[config.mk]
export PLATFORM = sky130hd
export DESIGN_NAME = bcd_down_cnt
export DESIGN_NICKNAME = d
export VERILOG_FILES = /design/src/rtl/bcd_down_cnt.sv
export SDC_FILE = /design/constraint.sdc
export NUM_CORES = 1
export LEC_CHECK = 0
export BUFFER_PORTS_ARGS = -buffer_cell sky130_fd_sc_hd__buf_2
export CELL_PAD_IN_SITES_DETAIL_PLACEMENT = 0
export CELL_PAD_IN_SITES_GLOBAL_PLACEMENT = 2
export CORE_MARGIN = 2
export CORE_UTILIZATION = 33
export DETAILED_ROUTE_END_ITERATION = 10
export GPL_TIMING_DRIVEN = 0
export PLACE_DENSITY = 0.85
export SETUP_SLACK_MARGIN = 0.05
export SKIP_LAST_GASP = 1
export SYNTH_ARGS = -nofsm -noshare
export SYNTH_HDL_FRONTEND = slang
export SYNTH_SLANG_ARGS = --single-unit
[constraint.sdc]
create_clock -name clk -period 3.06 [get_ports clk]
set_clock_uncertainty 0.05 [all_clocks]
set_input_delay 0.153 -clock clk [delete_from_list [all_inputs] [get_ports clk]]
set_output_delay 0.153 -clock clk [all_outputs]
set_load 0.005 [all_outputs]
[src/rtl/bcd_down_cnt.sv]
`default_nettype none
// ============================================================================
// Module   : bcd_down_cnt
// Brief    : Loadable packed-BCD countdown timer with start/pause/abort
//            control, one-cycle done pulse and optional auto-reload.
// Revision : 1.0 - initial release
// ============================================================================
module bcd_down_cnt #(
  parameter int place       = 4,
  parameter bit auto_reload = 1'b0
) (
  input  logic                 clk,
  input  logic                 rst_n,
  input  logic                 load,
  input  logic [4*place-1:0]   load_val,
  input  logic                 start,
  input  logic                 pause,
  output logic [4*place-1:0]   q,
  output logic                 busy,
  output logic                 done,
  output logic                 err
);

  localparam int W = 4 * place;

  typedef enum logic [1:0] {
    ST_IDLE = 2'd0,
    ST_RUN  = 2'd1,
    ST_HOLD = 2'd2
  } state_t;

  state_t         state_q, state_d;
  logic [W-1:0]   cnt_q, cnt_d;
  logic [W-1:0]   reload_q, reload_d;
  logic           busy_q, busy_d;
  logic           done_q, done_d;
  logic           err_q, err_d;

  // Per-digit BCD decrement with a ripple borrow, plus per-digit legality of load_val
  logic [place:0] borrow;
  logic [place-1:0] digit_bad;
  logic [W-1:0]   cnt_dec;

  assign borrow[0] = 1'b1;

  genvar gi;
  generate
    for (gi = 0; gi < place; gi++) begin : g_digit
      logic [3:0] cur;
      assign cur           = cnt_q[4*gi +: 4];
      assign digit_bad[gi] = (load_val[4*gi +: 4] > 4'd9);
      // A zero digit that receives a borrow wraps to 9 and keeps the borrow going
      assign cnt_dec[4*gi +: 4] = !borrow[gi]   ? cur :
                                  (cur == 4'd0) ? 4'd9 : (cur - 4'd1);
      assign borrow[gi+1] = borrow[gi] && (cur == 4'd0);
    end
  endgenerate

  logic load_ok;
  logic cnt_is_zero;
  logic cnt_is_one;

  assign load_ok     = (digit_bad == '0);
  assign cnt_is_zero = (cnt_q == '0);
  assign cnt_is_one  = (cnt_q == W'(1));

  // Next-state logic: load beats pause, pause beats start
  always_comb begin
    state_d  = state_q;
    cnt_d    = cnt_q;
    reload_d = reload_q;
    err_d    = err_q;
    done_d   = 1'b0;

    if (load) begin
      // An illegal value leaves the count running state untouched; only err reports it
      if (load_ok) begin
        cnt_d    = load_val;
        reload_d = load_val;
        state_d  = ST_IDLE;
        err_d    = 1'b0;
      end else begin
        err_d    = 1'b1;
      end
    end else begin
      case (state_q)
        ST_IDLE: begin
          if (start && !cnt_is_zero) state_d = ST_RUN;
        end
        ST_RUN: begin
          if (pause) begin
            state_d = ST_HOLD;
          end else if (cnt_is_zero) begin
            // Only reachable with auto-reload: the cycle after the done pulse reloads
            cnt_d = reload_q;
            if (reload_q == '0) state_d = ST_IDLE;
          end else begin
            cnt_d = cnt_dec;
            if (cnt_is_one) begin
              done_d = 1'b1;
              if (!auto_reload || (reload_q == '0)) state_d = ST_IDLE;
            end
          end
        end
        ST_HOLD: begin
          if (start) state_d = ST_RUN;
        end
        default: state_d = ST_IDLE;
      endcase
    end

    busy_d = (state_d != ST_IDLE);
  end

  // State and registered outputs, asynchronously cleared
  always_ff @(posedge clk or negedge rst_n) begin
    if (!rst_n) begin
      state_q  <= ST_IDLE;
      cnt_q    <= '0;
      reload_q <= '0;
      busy_q   <= 1'b0;
      done_q   <= 1'b0;
      err_q    <= 1'b0;
    end else begin
      state_q  <= state_d;
      cnt_q    <= cnt_d;
      reload_q <= reload_d;
      busy_q   <= busy_d;
      done_q   <= done_d;
      err_q    <= err_d;
    end
  end

  assign q    = cnt_q;
  assign busy = busy_q;
  assign done = done_q;
  assign err  = err_q;

endmodule
`default_nettype wire

==> impl_metrics.json <==
{
  "status": "complete, no violations",
  "dieArea_mm2": 0.006681,
  "totalWireLength_um": 5612,
  "ys_seq_area_share_pct": 46.42,
  "post_cts_resized": 0,
  "row_count": 28,
  "via_per_inst": 5.318,
  "critPathArrivalTime_ps": 2740,
  "overflow": 0,
  "clock-sinks": 37,
  "slowest_delay_ps": 730,
  "finalHoldViolCount": 0,
  "synth_area_mm2": 0.001994,
  "diodes": 0,
  "p_switching_mw": 0.6672,
  "postRouteAntennaNets": 0,
  "combPwrFrac_pct": 30.7,
  "holdCritPathClass": "in -> reg",
  "tns_ps": 0,
  "grt_first_pass_wirelength_um": 9108,
  "synth_edf_count": 0,
  "slowest_stage": "nor4_2",
  "port_buffers": 38,
  "cpMostUsedCell": "o21ai_0",
  "relSlewSlack_pct": 42.20,
  "worstSkewPairLatency_ps": 290,
  "io_pins": 40,
  "ir_drop_v": 0.0002707,
  "syn_inst": 215,
  "cts_buffers": 5,
  "critPathKind": "reg -> reg",
  "endpoint_kind": "flip-flop",
  "ys.flop_type": "dfrtp_1",
  "clkTransAtPathRegs_ps": 70,
  "dp_hpwl_um": 4112,
  "post-place-ws_ps": 497.1,
  "h-tree-depth": 2,
  "synthArstFlopShare_pct": 100.0,
  "clock_power_share_pct": 23.4,
  "drt_first_iter_violations": 84,
  "grt_pass1_vias": 1797,
  "cts_tree": "done",
  "vias": 1792,
  "grt_usage_pct": 18.22,
  "seqPwrFrac_pct": 46.0,
  "multi_input_area_um2": 968.4,
  "period_share_pct": 84.37,
  "worst-path-buf-inv": 2,
  "grt_max_degree": 38,
  "syn_area_per_cell_um2": 9.276,
  "ys_warn_count": 0,
  "antenna_found_initial": 0,
  "synth.area.top_cells": "dfrtp_1 46%, mux2_2 7.9%, o21ai_0 7.3%",
  "gp_congestion": 0.7594,
  "die_h_um": 81.74,
  "cp_top_family": "simple AND/OR/NAND/NOR gates",
  "start_util_pct": 33.89,
  "core-area_mm2": 0.005886,
  "crit_path_cell_trace": "buf_6 -> or4_1 -> buf_2 -> nor4_2 -> a221o_1 -> o21ai_0 -> o21ai_0",
  "crit_fanout": 8,
  "register_area_um2": 925.9,
  "post-route-drc-count": 0,
  "p_int_mw": 1.212,
  "layout_commonest_cell": "buf_2",
  "max_freq_ghz": 0.3873,
  "cts_root_buffer": "clkbuf_8",
  "layout.nets": 282,
  "layout-drive-gt1-share_pct": 25.95,
  "n_fill_cell": 639,
  "crit_required_ps": 3220,
  "drv_slew": 0,
  "finalCriticalPeriod_ps": 2582,
  "p_leak_nw": 1.024,
  "p_per_area_mw_per_mm2": 781.6,
  "switching_share_pct": 35.50,
  "ys_types": 46,
  "setup_viol": 0,
  "worst_pin_slew_ps": 859.9,
  "p_total_mw": 1.880,
  "synth_seq_cells": 37,
  "rsz0062_at_grt": "false",
  "clockBufferDepth": 2,
  "synth_top_cell_by_area": "dfrtp_1",
  "setup_ws_ps": 478.2,
  "mostFrequentLayoutCells": "40 x buf_2, 37 x dfrtp_1, 29 x o21ai_0",
  "die_w_um": 81.74,
  "maxCapViolCount": 0,
  "synth_top_area_share_pct": 46.42,
  "synth_fp_nets": 236,
  "worstSetupStartpointType": "flip-flop",
  "wire_per_inst_um": 16.65,
  "first_pass_iters": 4,
  "syn_to_final_growth_pct": 20.58
}
[cells by family after synthesis]
logic type	Yosys count	share of synthesized area, %
compound gates	70	22.27
simple gates	71	17.94
xor+xnor	1	0.4392
mux	14	7.905
flops	37	46.42
buf+inv	22	5.019
[area by class of cell]
type	instances	area share [%]
inverter	8	1.249
timing repair buffer	39	8.325
buffer	14	2.914
clock buffer	7	3.590
sequential	37	38.50
multi-input combinational	156	40.27
clock inverter	1	1.249
tap	75	3.902
[flip-flops by register name, indices dropped and copies added, names as in the netlist]
register,cells
q,16
reload_q,16
state_q,2
busy,1
done,1
err,1
[power groups by stage]
stage          sequential (mW)  clock [mW]  combinational [mW]
6_report                 0.864       0.440               0.576
3_5_place_dp             0.872           0               0.577
5_1_grt                  0.894       0.472               0.650
3_3_place_gp             0.868           0               0.568
2_1_floorplan            0.825           0               0.366
4_1_cts                  0.863       0.451               0.581
[Yosys cell counts, types with 2 or more instances]
cell	number
o21ai_0	29
nor2_1	19
nor4_1	5
nand4_1	2
a21oi_1	14
dfrtp_1	37
inv_1	8
or4_1	4
clkbuf_1	8
o22a_1	2
buf_2	2
mux2_2	14
a41oi_1	2
a221o_1	2
buf_6	2
nor3_1	11
nand2_1	20
o31ai_1	4
buf_1	2
nand2b_1	2
[path summary, 6_finish.rpt]
check / start / to / slack [ps] / cells after the start
max in group asynchronous: rst_n / q[11] / 1950 / 2
setup / recovery: q[8] / q[6] / 480 / 7
min in group asynchronous: rst_n / q[3] / 460 / 2
hold / removal: load_val[4] / reload_q[4] / 60 / 2
hold reg to reg: err / err / 440 / 1
setup reg to reg: q[8] / q[6] / 480 / 7
[layer usage]
layer	share of wire [%]	up-vias	global-route usage (%)
li1	-	883	-
met1	48	863	25.14
met2	47	42	29.84
met3	4.3	4	2.637
met4	0.57	0	5.000
met5	0	-	0
[timing repair]
action,CTS,global route
hold buffers,1,0
hold endpoints to repair,37,0
buffers inserted,0,0
[through the flow]
step           cell area (um2)  utilization [%]  hold WS [ps]  instances
2_1_floorplan             1994                -        -192.6        215
3_3_place_gp              2278            38.71         268.7        328
3_5_place_dp              2278            38.71         269.5        328
4_1_cts                   2405            40.86         53.95        337
5_1_grt                   2405            40.86         63.23        337
6_report                  2405            40.86         58.37        337
[worst reg2reg max path, cell delays in order (launching register included)]
cell	delay [ps]
dfrtp_1	400
buf_6	140
or4_1	500
buf_2	190
nor4_2	730
a221o_1	260
o21ai_0	90
o21ai_0	160
No activity file was read; power rests on OpenSTA's default activity.
